$ cat src/rtl/usb_crc_engine_pkg.sv
// usb_pkg: USB CRC polynomials, good-packet residuals and the state type
// shared by the serial CRC engine and its datapath helpers.
package usb_pkg;

    localparam logic [4:0]  USB_CRC5_POLY  = 5'h05;
    localparam logic [4:0]  USB_CRC5_RES   = 5'h0C;
    localparam logic [15:0] USB_CRC16_POLY = 16'h8005;
    localparam logic [15:0] USB_CRC16_RES  = 16'h800D;

    typedef enum logic [1:0] {
        IDLE,
        RUN,
        APPEND,
        DONE
    } crc_state_e;

endpackage

$ cat src/rtl/usb_crc_engine_if.sv
// Bit-level handshake between a packet RX/TX path and usb_crc_engine.
// Optional macro USB_CRC_ERR_LATCH_EN adds the eop input and the crc_err output.
interface usb_crc_engine_if #(
    parameter int WIDTH = 16
);

    logic             clken;
    logic             init;
    logic             d;
    logic             start_append;
    logic             out;
    logic             out_valid;
    logic             append_done;
    logic             crc_ok;
    logic [WIDTH-1:0] crc;
`ifdef USB_CRC_ERR_LATCH_EN
    logic             eop;
    logic             crc_err;
`endif

    modport master (
`ifdef USB_CRC_ERR_LATCH_EN
        output eop,
        input  crc_err,
`endif
        output clken,
        output init,
        output d,
        output start_append,
        input  out,
        input  out_valid,
        input  append_done,
        input  crc_ok,
        input  crc
    );

    modport slave (
`ifdef USB_CRC_ERR_LATCH_EN
        input  eop,
        output crc_err,
`endif
        input  clken,
        input  init,
        input  d,
        input  start_append,
        output out,
        output out_valid,
        output append_done,
        output crc_ok,
        output crc
    );

endinterface

$ cat src/rtl/usb_crc_engine_lfsr_step.sv
// usb_lfsr_step: one serial step of an MSB-aligned CRC LFSR.
// With dump set the register simply shifts left (used to emit the CRC);
// otherwise the incoming bit is folded in through the generator polynomial.
module usb_lfsr_step #(
    parameter int               WIDTH = 16,
    parameter logic [WIDTH-1:0] POLY  = 16'h8005
) (
    input  logic [WIDTH-1:0] r,
    input  logic             d,
    input  logic             dump,
    output logic [WIDTH-1:0] r_next
);

    logic [WIDTH-1:0] shifted;
    logic             fb;

    // Shift-and-xor next value; the feedback bit is the outgoing MSB xor data.
    always_comb begin
        shifted = {r[WIDTH-2:0], 1'b0};
        fb      = r[WIDTH-1] ^ d;
        if (dump) begin
            r_next = shifted;
        end else if (fb) begin
            r_next = shifted ^ POLY;
        end else begin
            r_next = shifted;
        end
    end

endmodule

$ cat src/rtl/usb_crc_engine.sv
// usb_crc_engine: serial USB CRC5/CRC16 checker/generator, one bit per clken.
// Receive: absorbs bits and flags the good-packet residual on crc_ok.
// Transmit: on start_append shifts out the inverted CRC, MSB first.
// Optional macro USB_CRC_ERR_LATCH_EN adds an eop-sampled crc_err latch.
module usb_crc_engine
    import usb_pkg::*;
#(
    parameter int          WIDTH    = 16,
    parameter logic [15:0] POLY     = USB_CRC16_POLY,
    parameter logic [15:0] INIT     = 16'hFFFF,
    parameter logic [15:0] RESIDUAL = USB_CRC16_RES
) (
    input  logic            clk,
    input  logic            rst_n,
    usb_crc_engine_if.slave bus
);

    localparam int               CNT_W    = $clog2(WIDTH);
    localparam logic [WIDTH-1:0] POLY_W   = POLY[WIDTH-1:0];
    localparam logic [WIDTH-1:0] INIT_W   = INIT[WIDTH-1:0];
    localparam logic [WIDTH-1:0] RES_W    = RESIDUAL[WIDTH-1:0];
    localparam logic [CNT_W-1:0] CNT_LAST = CNT_W'(WIDTH - 1);

    crc_state_e       state;
    crc_state_e       state_next;
    logic [WIDTH-1:0] r;
    logic [WIDTH-1:0] r_next;
    logic [WIDTH-1:0] r_step;
    logic [CNT_W-1:0] cnt;
    logic [CNT_W-1:0] cnt_next;
    logic             dump;

    assign dump = (state == APPEND);

    usb_lfsr_step #(
        .WIDTH (WIDTH),
        .POLY  (POLY_W)
    ) u_lfsr_step (
        .r      (r),
        .d      (bus.d),
        .dump   (dump),
        .r_next (r_step)
    );

    // State, LFSR and bit counter registers; reset lands in IDLE with r=INIT.
    always_ff @(posedge clk or negedge rst_n) begin
        if (!rst_n) begin
            state <= IDLE;
            r     <= INIT_W;
            cnt   <= '0;
        end else begin
            state <= state_next;
            r     <= r_next;
            cnt   <= cnt_next;
        end
    end

    // Next state: init overrides everything, the append request steals its
    // bit-time (no data absorbed) and DONE reloads INIT for the next packet.
    always_comb begin
        state_next = state;
        r_next     = r;
        cnt_next   = cnt;
        if (bus.init) begin
            state_next = IDLE;
            r_next     = INIT_W;
            cnt_next   = '0;
        end else begin
            case (state)
                IDLE, RUN: begin
                    if (bus.clken) begin
                        if (bus.start_append) begin
                            state_next = APPEND;
                            cnt_next   = CNT_LAST;
                        end else begin
                            state_next = RUN;
                            r_next     = r_step;
                        end
                    end
                end
                APPEND: begin
                    if (bus.clken) begin
                        r_next = r_step;
                        if (cnt == '0) begin
                            state_next = DONE;
                        end else begin
                            cnt_next = cnt - CNT_W'(1);
                        end
                    end
                end
                DONE: begin
                    state_next = IDLE;
                    r_next     = INIT_W;
                    cnt_next   = '0;
                end
                default: begin
                    state_next = IDLE;
                end
            endcase
        end
    end

    // Outputs are pure decodes of the registered state and LFSR.
    always_comb begin
        bus.out         = ~r[WIDTH-1];
        bus.out_valid   = (state == APPEND);
        bus.append_done = (state == DONE);
        bus.crc_ok      = (r == RES_W);
        bus.crc         = r;
    end

`ifdef USB_CRC_ERR_LATCH_EN
    logic crc_err_q;

    // Sticky packet verdict captured at end-of-packet, cleared by init.
    always_ff @(posedge clk or negedge rst_n) begin
        if (!rst_n) begin
            crc_err_q <= 1'b0;
        end else if (bus.init) begin
            crc_err_q <= 1'b0;
        end else if (bus.eop) begin
            crc_err_q <= (r != RES_W);
        end
    end

    assign bus.crc_err = crc_err_q;
`endif

endmodule
$ cat src/flat_wrapper.sv
// flat-port wrapper written by rule: the top's interface ports become plain ports
module usb_crc_engine_flat import usb_pkg::*;
#(
    parameter int          WIDTH    = 16,
    parameter logic [15:0] POLY     = USB_CRC16_POLY,
    parameter logic [15:0] INIT     = 16'hFFFF,
    parameter logic [15:0] RESIDUAL = USB_CRC16_RES
)
  (clk, rst_n, bus_clken, bus_init, bus_d, bus_start_append, bus_out, bus_out_valid, bus_append_done, bus_crc_ok, bus_crc);
  usb_crc_engine_if #(.WIDTH(WIDTH)) bus_i ();
  input  logic clk;
  input  logic rst_n;
  input wire logic [$bits(bus_i.clken)-1:0] bus_clken;
  input wire logic [$bits(bus_i.init)-1:0] bus_init;
  input wire logic [$bits(bus_i.d)-1:0] bus_d;
  input wire logic [$bits(bus_i.start_append)-1:0] bus_start_append;
  output wire logic [$bits(bus_i.out)-1:0] bus_out;
  output wire logic [$bits(bus_i.out_valid)-1:0] bus_out_valid;
  output wire logic [$bits(bus_i.append_done)-1:0] bus_append_done;
  output wire logic [$bits(bus_i.crc_ok)-1:0] bus_crc_ok;
  output wire logic [$bits(bus_i.crc)-1:0] bus_crc;
  assign bus_i.clken = bus_clken;
  assign bus_i.init = bus_init;
  assign bus_i.d = bus_d;
  assign bus_i.start_append = bus_start_append;
  assign bus_out = bus_i.out;
  assign bus_out_valid = bus_i.out_valid;
  assign bus_append_done = bus_i.append_done;
  assign bus_crc_ok = bus_i.crc_ok;
  assign bus_crc = bus_i.crc;
  usb_crc_engine #(.WIDTH(WIDTH), .POLY(POLY), .INIT(INIT), .RESIDUAL(RESIDUAL)) u_core (.clk(clk), .rst_n(rst_n), .bus(bus_i));
endmodule
$ cat config.mk
export PLATFORM = sky130hd
export DESIGN_NAME = usb_crc_engine_flat
export DESIGN_NICKNAME = d
export VERILOG_FILES = /design/src/rtl/usb_crc_engine_pkg.sv /design/src/rtl/usb_crc_engine_if.sv /design/src/rtl/usb_crc_engine_lfsr_step.sv /design/src/rtl/usb_crc_engine.sv /design/src/flat_wrapper.sv
export SDC_FILE = /design/constraint.sdc
export NUM_CORES = 1
export LEC_CHECK = 0
export CAP_MARGIN = 10
export CORE_ASPECT_RATIO = 0.5
export CORE_MARGIN = 2
export CORE_UTILIZATION = 44
export DETAILED_ROUTE_END_ITERATION = 7
export HOLD_SLACK_MARGIN = 0.12
export PLACE_DENSITY_LB_ADDON = 0.05
export SLEW_MARGIN = 10
export SYNTH_ARGS = -nofsm -noshare
export SYNTH_HDL_FRONTEND = slang
export SYNTH_SLANG_ARGS = --single-unit
$ cat constraint.sdc
create_clock -name clk -period 1.3 [get_ports clk]
set_input_delay 0.26 -clock clk [delete_from_list [all_inputs] [get_ports clk]]
set_output_delay 0.26 -clock clk [all_outputs]
set_load 0.02 [all_outputs]
==> results_dict.tcl, run 1 <==
set metrics [dict create \
    status "aborted with a tool error" \
    haltStage "global routing (5_1_grt)" \
    error_line "[ERROR DPL-0033] detailed placement checks failed during check placement." \
    place_area_sq_um 1690 \
    start_util 0.455 \
    ios 26 \
    port_buffers 25 \
    htreeDepth 1 \
    synth_seq_area_share 0.495 \
    avgSynthCellArea_sq_um 9.01 \
    synthCells 128 \
    syn-num-nets 136 \
    root_buffer "clkbuf_8" \
    syn_area_sq_um 1150 \
    grt_max_degree 23 \
    clock_path_buffers 2 \
    rows 13 \
    worst_endpoint_kind "output port" \
    hpwl_mm 1.99 \
    ys_seq_elements 22 \
    crit_endpoint "bus_crc_ok" \
    die_w_microns 76.4 \
    cts_sinks 22 \
    antenna_found_initial 0 \
    die_y_microns 40.2 \
    ctsHoldBuffers 0 \
    gp_congestion 0.798 \
    yosysWarnings 0 \
    synthDistinctLibCells 36 \
    cts_made_buffers 3 \
]
## metrics by stage
stage,hold WS [ns],worst slack (ns),cells,util
CTS,0.331,-0.332,231,0.864
detailed placement,0.522,-0.570,215,0.665
global placement,0.524,-0.578,215,0.665
floorplan,-0.0356,-0.0826,128,-
## timing repair
item,4_1_cts
gates cloned,2
endpoints found under the hold margin,0
pin swaps,4
gates resized for setup,192
endpoints found under the setup margin,40
setup buffers,10
## kinds of logic after synthesis
group / count (synthesis) / synth area share
AOI/OAI and AO/OA: 36 / 0.191
buffers and inverters: 13 / 0.0520
and+or+nand+nor: 52 / 0.218
DFF: 22 / 0.495
xor gates and xnor gates: 3 / 0.0228
adders and majority gates: 2 / 0.0217
## Yosys cell counts, drive strengths merged
cell type / count / share of area
a211o: 1 / 0.0076
a21o: 1 / 0.0065
a21oi: 20 / 0.087
a311oi: 1 / 0.0076
a32o: 1 / 0.0087
and2: 2 / 0.011
and4: 1 / 0.0076
buf: 5 / 0.026
clkbuf: 1 / 0.0033
dfrtp: 6 / 0.13
dfstp: 16 / 0.36
ha: 2 / 0.022
inv: 7 / 0.023
nand2: 2 / 0.0065
nand2b: 1 / 0.0076
nand3: 2 / 0.013
nor2: 33 / 0.11
nor2b: 3 / 0.016
nor3: 1 / 0.0043
nor4: 1 / 0.0054
nor4b: 3 / 0.023
o211a: 1 / 0.0087
o21ai: 5 / 0.025
o22a: 1 / 0.0076
o22ai: 2 / 0.011
o2bb2ai: 2 / 0.015
o31ai: 1 / 0.0065
or2: 2 / 0.011
or3: 1 / 0.0054
xnor2: 3 / 0.023
==> inputs of run 2 (changes only) <==
--- a/config.mk
+++ b/config.mk
@@ -6,12 +6,10 @@
 export NUM_CORES = 1
 export LEC_CHECK = 0
 export CAP_MARGIN = 10
-export CORE_ASPECT_RATIO = 0.5
-export CORE_MARGIN = 2
-export CORE_UTILIZATION = 44
+export CORE_AREA = 2 2 63 65
 export DETAILED_ROUTE_END_ITERATION = 7
-export HOLD_SLACK_MARGIN = 0.12
-export PLACE_DENSITY_LB_ADDON = 0.05
+export DIE_AREA = 0 0 65 67
+export PLACE_DENSITY_LB_ADDON = 0.15
 export SLEW_MARGIN = 10
 export SYNTH_ARGS = -nofsm -noshare
 export SYNTH_HDL_FRONTEND = slang
==> constraint.sdc (replaced) <==
create_clock -name clk -period 1.7 [get_ports clk]
set_input_delay 0.34 -clock clk [delete_from_list [all_inputs] [get_ports clk]]
set_output_delay 0.34 -clock clk [all_outputs]
set_load 0.02 [all_outputs]
==> run 2 against run 1 <==
Net effect: the flow now finishes without violations; synthesized cell count stayed put; synthesized area is the same.
==> results_dict.tcl, run 2 <==
set metrics [dict create \
    status "finished clean" \
    leakage_nw 0.682 \
    netlist_top_cells_count "nor2_1 (33), a21oi_1 (20), dfstp_2 (16), dfrtp_1 (6), inv_1 (6)" \
    synthCells 128 \
    wirelength_mm 2.77 \
    yosysTopAreaCell "dfstp_2" \
    grt_max_degree 27 \
    cts_tree "done" \
    path_clk_slew_ns 0.08 \
    final_common_cell "nor2_1" \
    fp.dieArea_sq_um 4360 \
    fin_crit_sh 0.998 \
    instances_no_fill 224 \
    yosysWarnings 0 \
    gp_congestion 0.819 \
    power_density_nw_per_um2 703 \
    seq_area_sq_um 571 \
    hpwl_mm 2.06 \
    rsz0062_at_grt "yes" \
    required_ns 1.36 \
    syn_area_sq_um 1150 \
    wl_per_cell_microns 12.4 \
    final.fill_count 350 \
    fmax_mhz 589 \
    globalRouteOverflowTotal 0 \
    root_buffer "clkbuf_8" \
    cts_setup_buffers 0 \
    grtUsageTotal 0.141 \
    clock_path_buffers 2 \
    clk_latency_ns 0.26 \
    final_cell_mix "nor2_1 (33), buf_4 (25), a21oi_1 (20)" \
    vias 1026 \
    via_per_inst 4.58 \
    skew_ns 0.00425 \
    startpoint "u_core.bus.crc[3]" \
    dp_worst_setup_slack_ns -0.356 \
    synthTopCellsByArea "dfstp_2 (36%), dfrtp_1 (13%), nor2_1 (11%)" \
    antenna_found_initial 0 \
    synthArstFlopShare 1.00 \
    crit_fanout 2 \
    start_kind "flip-flop" \
    fin_area_sq_um 1660 \
    die_w_microns 65 \
    place_area_sq_um 1630 \
    synth_seq_area_share 0.495 \
    multi_input_area_sq_um 536 \
    max_slew_margin 0.679 \
    reg2reg_slack_ns 0.26 \
    slew_viol_final 0 \
    firstDrtPassIters 3 \
    r2r_cells 6 \
    hold_violations 0 \
    largest_register_ffs 16 \
    nNetsFinal 185 \
    worst_slack_ns 0.00290 \
    drive_gt1_frac 0.290 \
    irDropWorstVdd_mv 0.263 \
    critPathKind "reg2out" \
    cts_sinks 22 \
    syn_to_final_growth_pct 44.0 \
    start_util 0.320 \
    drcViolationCount 0 \
    ys.flop_type "dfstp_2" \
    min_period_ns 1.70 \
    max_cap_violations 0 \
    setup_violations 0 \
    placed_cells 220 \
    grt_pass1_wl_mm 4.61 \
    yosysMostFrequentCell "nor2_1" \
    rows 22 \
    drt_iter0_markers 38 \
    syn-num-nets 136 \
    synth_top_area_frac 0.364 \
    ctsHoldBuffers 0 \
    fp.coreArea_sq_um 3610 \
    holdCritPathClass "in2async" \
    endpoint_kind "primary output" \
    port_buffers 25 \
    synthDistinctLibCells 36 \
    num_antenna_cells 0 \
    cp.arrival_ns 1.36 \
    die_y_microns 67 \
    htreeDepth 1 \
    first_global_vias 1001 \
    cts_made_buffers 3 \
    avgSynthCellArea_sq_um 9.01 \
    tightest_slew_ns 0.482 \
    worstReg2RegStart "u_core.state[1]" \
    ys_seq_elements 22 \
    ios 26 \
    ant_nets 0 \
    synth_edf_count 0 \
]
[run 2: cell counts after synthesis]
Identical to the previous run, type by type.
[run 2: layout make-up]
| type | instances | share of cell area |
|---|---|---|
| tap | 48 | 0.0361 |
| sequential | 22 | 0.343 |
| timing repair buffer | 50 | 0.255 |
| multi-input combinational | 93 | 0.322 |
| clock buffer | 4 | 0.0271 |
| inverter | 7 | 0.0158 |
[run 2: what timing repair did]
item / in CTS / in global routing
setup endpoints to repair: 20 / 1
pin swaps: 2 / 0
resized for setup: 26 / 0
[run 2: through the flow]
| step | total power [mW] | util | hold slack [ns] | TNS, ns |
|---|---|---|---|---|
| 2_1_floorplan | 0.738 | - | 0.0444 | 0 |
| 3_3_place_gp | 0.859 | 0.452 | 0.522 | -0.276 |
| 3_5_place_dp | 0.864 | 0.452 | 0.529 | -0.356 |
| 4_1_cts | 1.19 | 0.461 | 0.437 | -0.0174 |
| 5_1_grt | 1.24 | 0.461 | 0.476 | -0.0941 |
| 6_report | 1.17 | 0.461 | 0.437 | 0 |
[run 2: report_power, final]
group | leakage, nW | internal (mW) | total, mW | switching [mW]
sequential | 0.248 | 0.560 | 0.577 | 0.0175
combinational | 0.411 | 0.118 | 0.263 | 0.145
clock | 0.0228 | 0.167 | 0.328 | 0.161
[run 2: worst paths after layout]
path,endpoint
worst max register to register,u_core.cnt[2]
worst min-delay path,u_core.state[1]
worst max-delay path,bus_crc_ok
min in group clk,u_core.cnt[3]
worst min register to register,u_core.cnt[3]
max in group asynchronous,u_core.bus.crc[0]
[run 2: metal layers]
metal	track usage	vias to the layer above	routed length [microns]
met4	0.0559	0	19
met5	0	-	0
met3	0.0253	2	108
met1	0.161	470	1230
met2	0.259	17	1410
li1	-	537	-
[run 2: kinds of logic (layout without fill, tap and decap cells)]
group	after synthesis	in the layout	synth area share
simple gates	52	52	0.218
buf+inv	13	61	0.0520
compound gates	36	36	0.191
fa+ha+maj	2	2	0.0217
xor+xnor	3	3	0.0228
flops	22	22	0.495
[run 2: critical path, stage by stage (launching register included)]
cell and delay, ns:
dfstp_2 0.53, nor4b_1 0.22, and4_1 0.22, buf_4 0.13
Note: power is estimated with default switching activity, not from simulation.
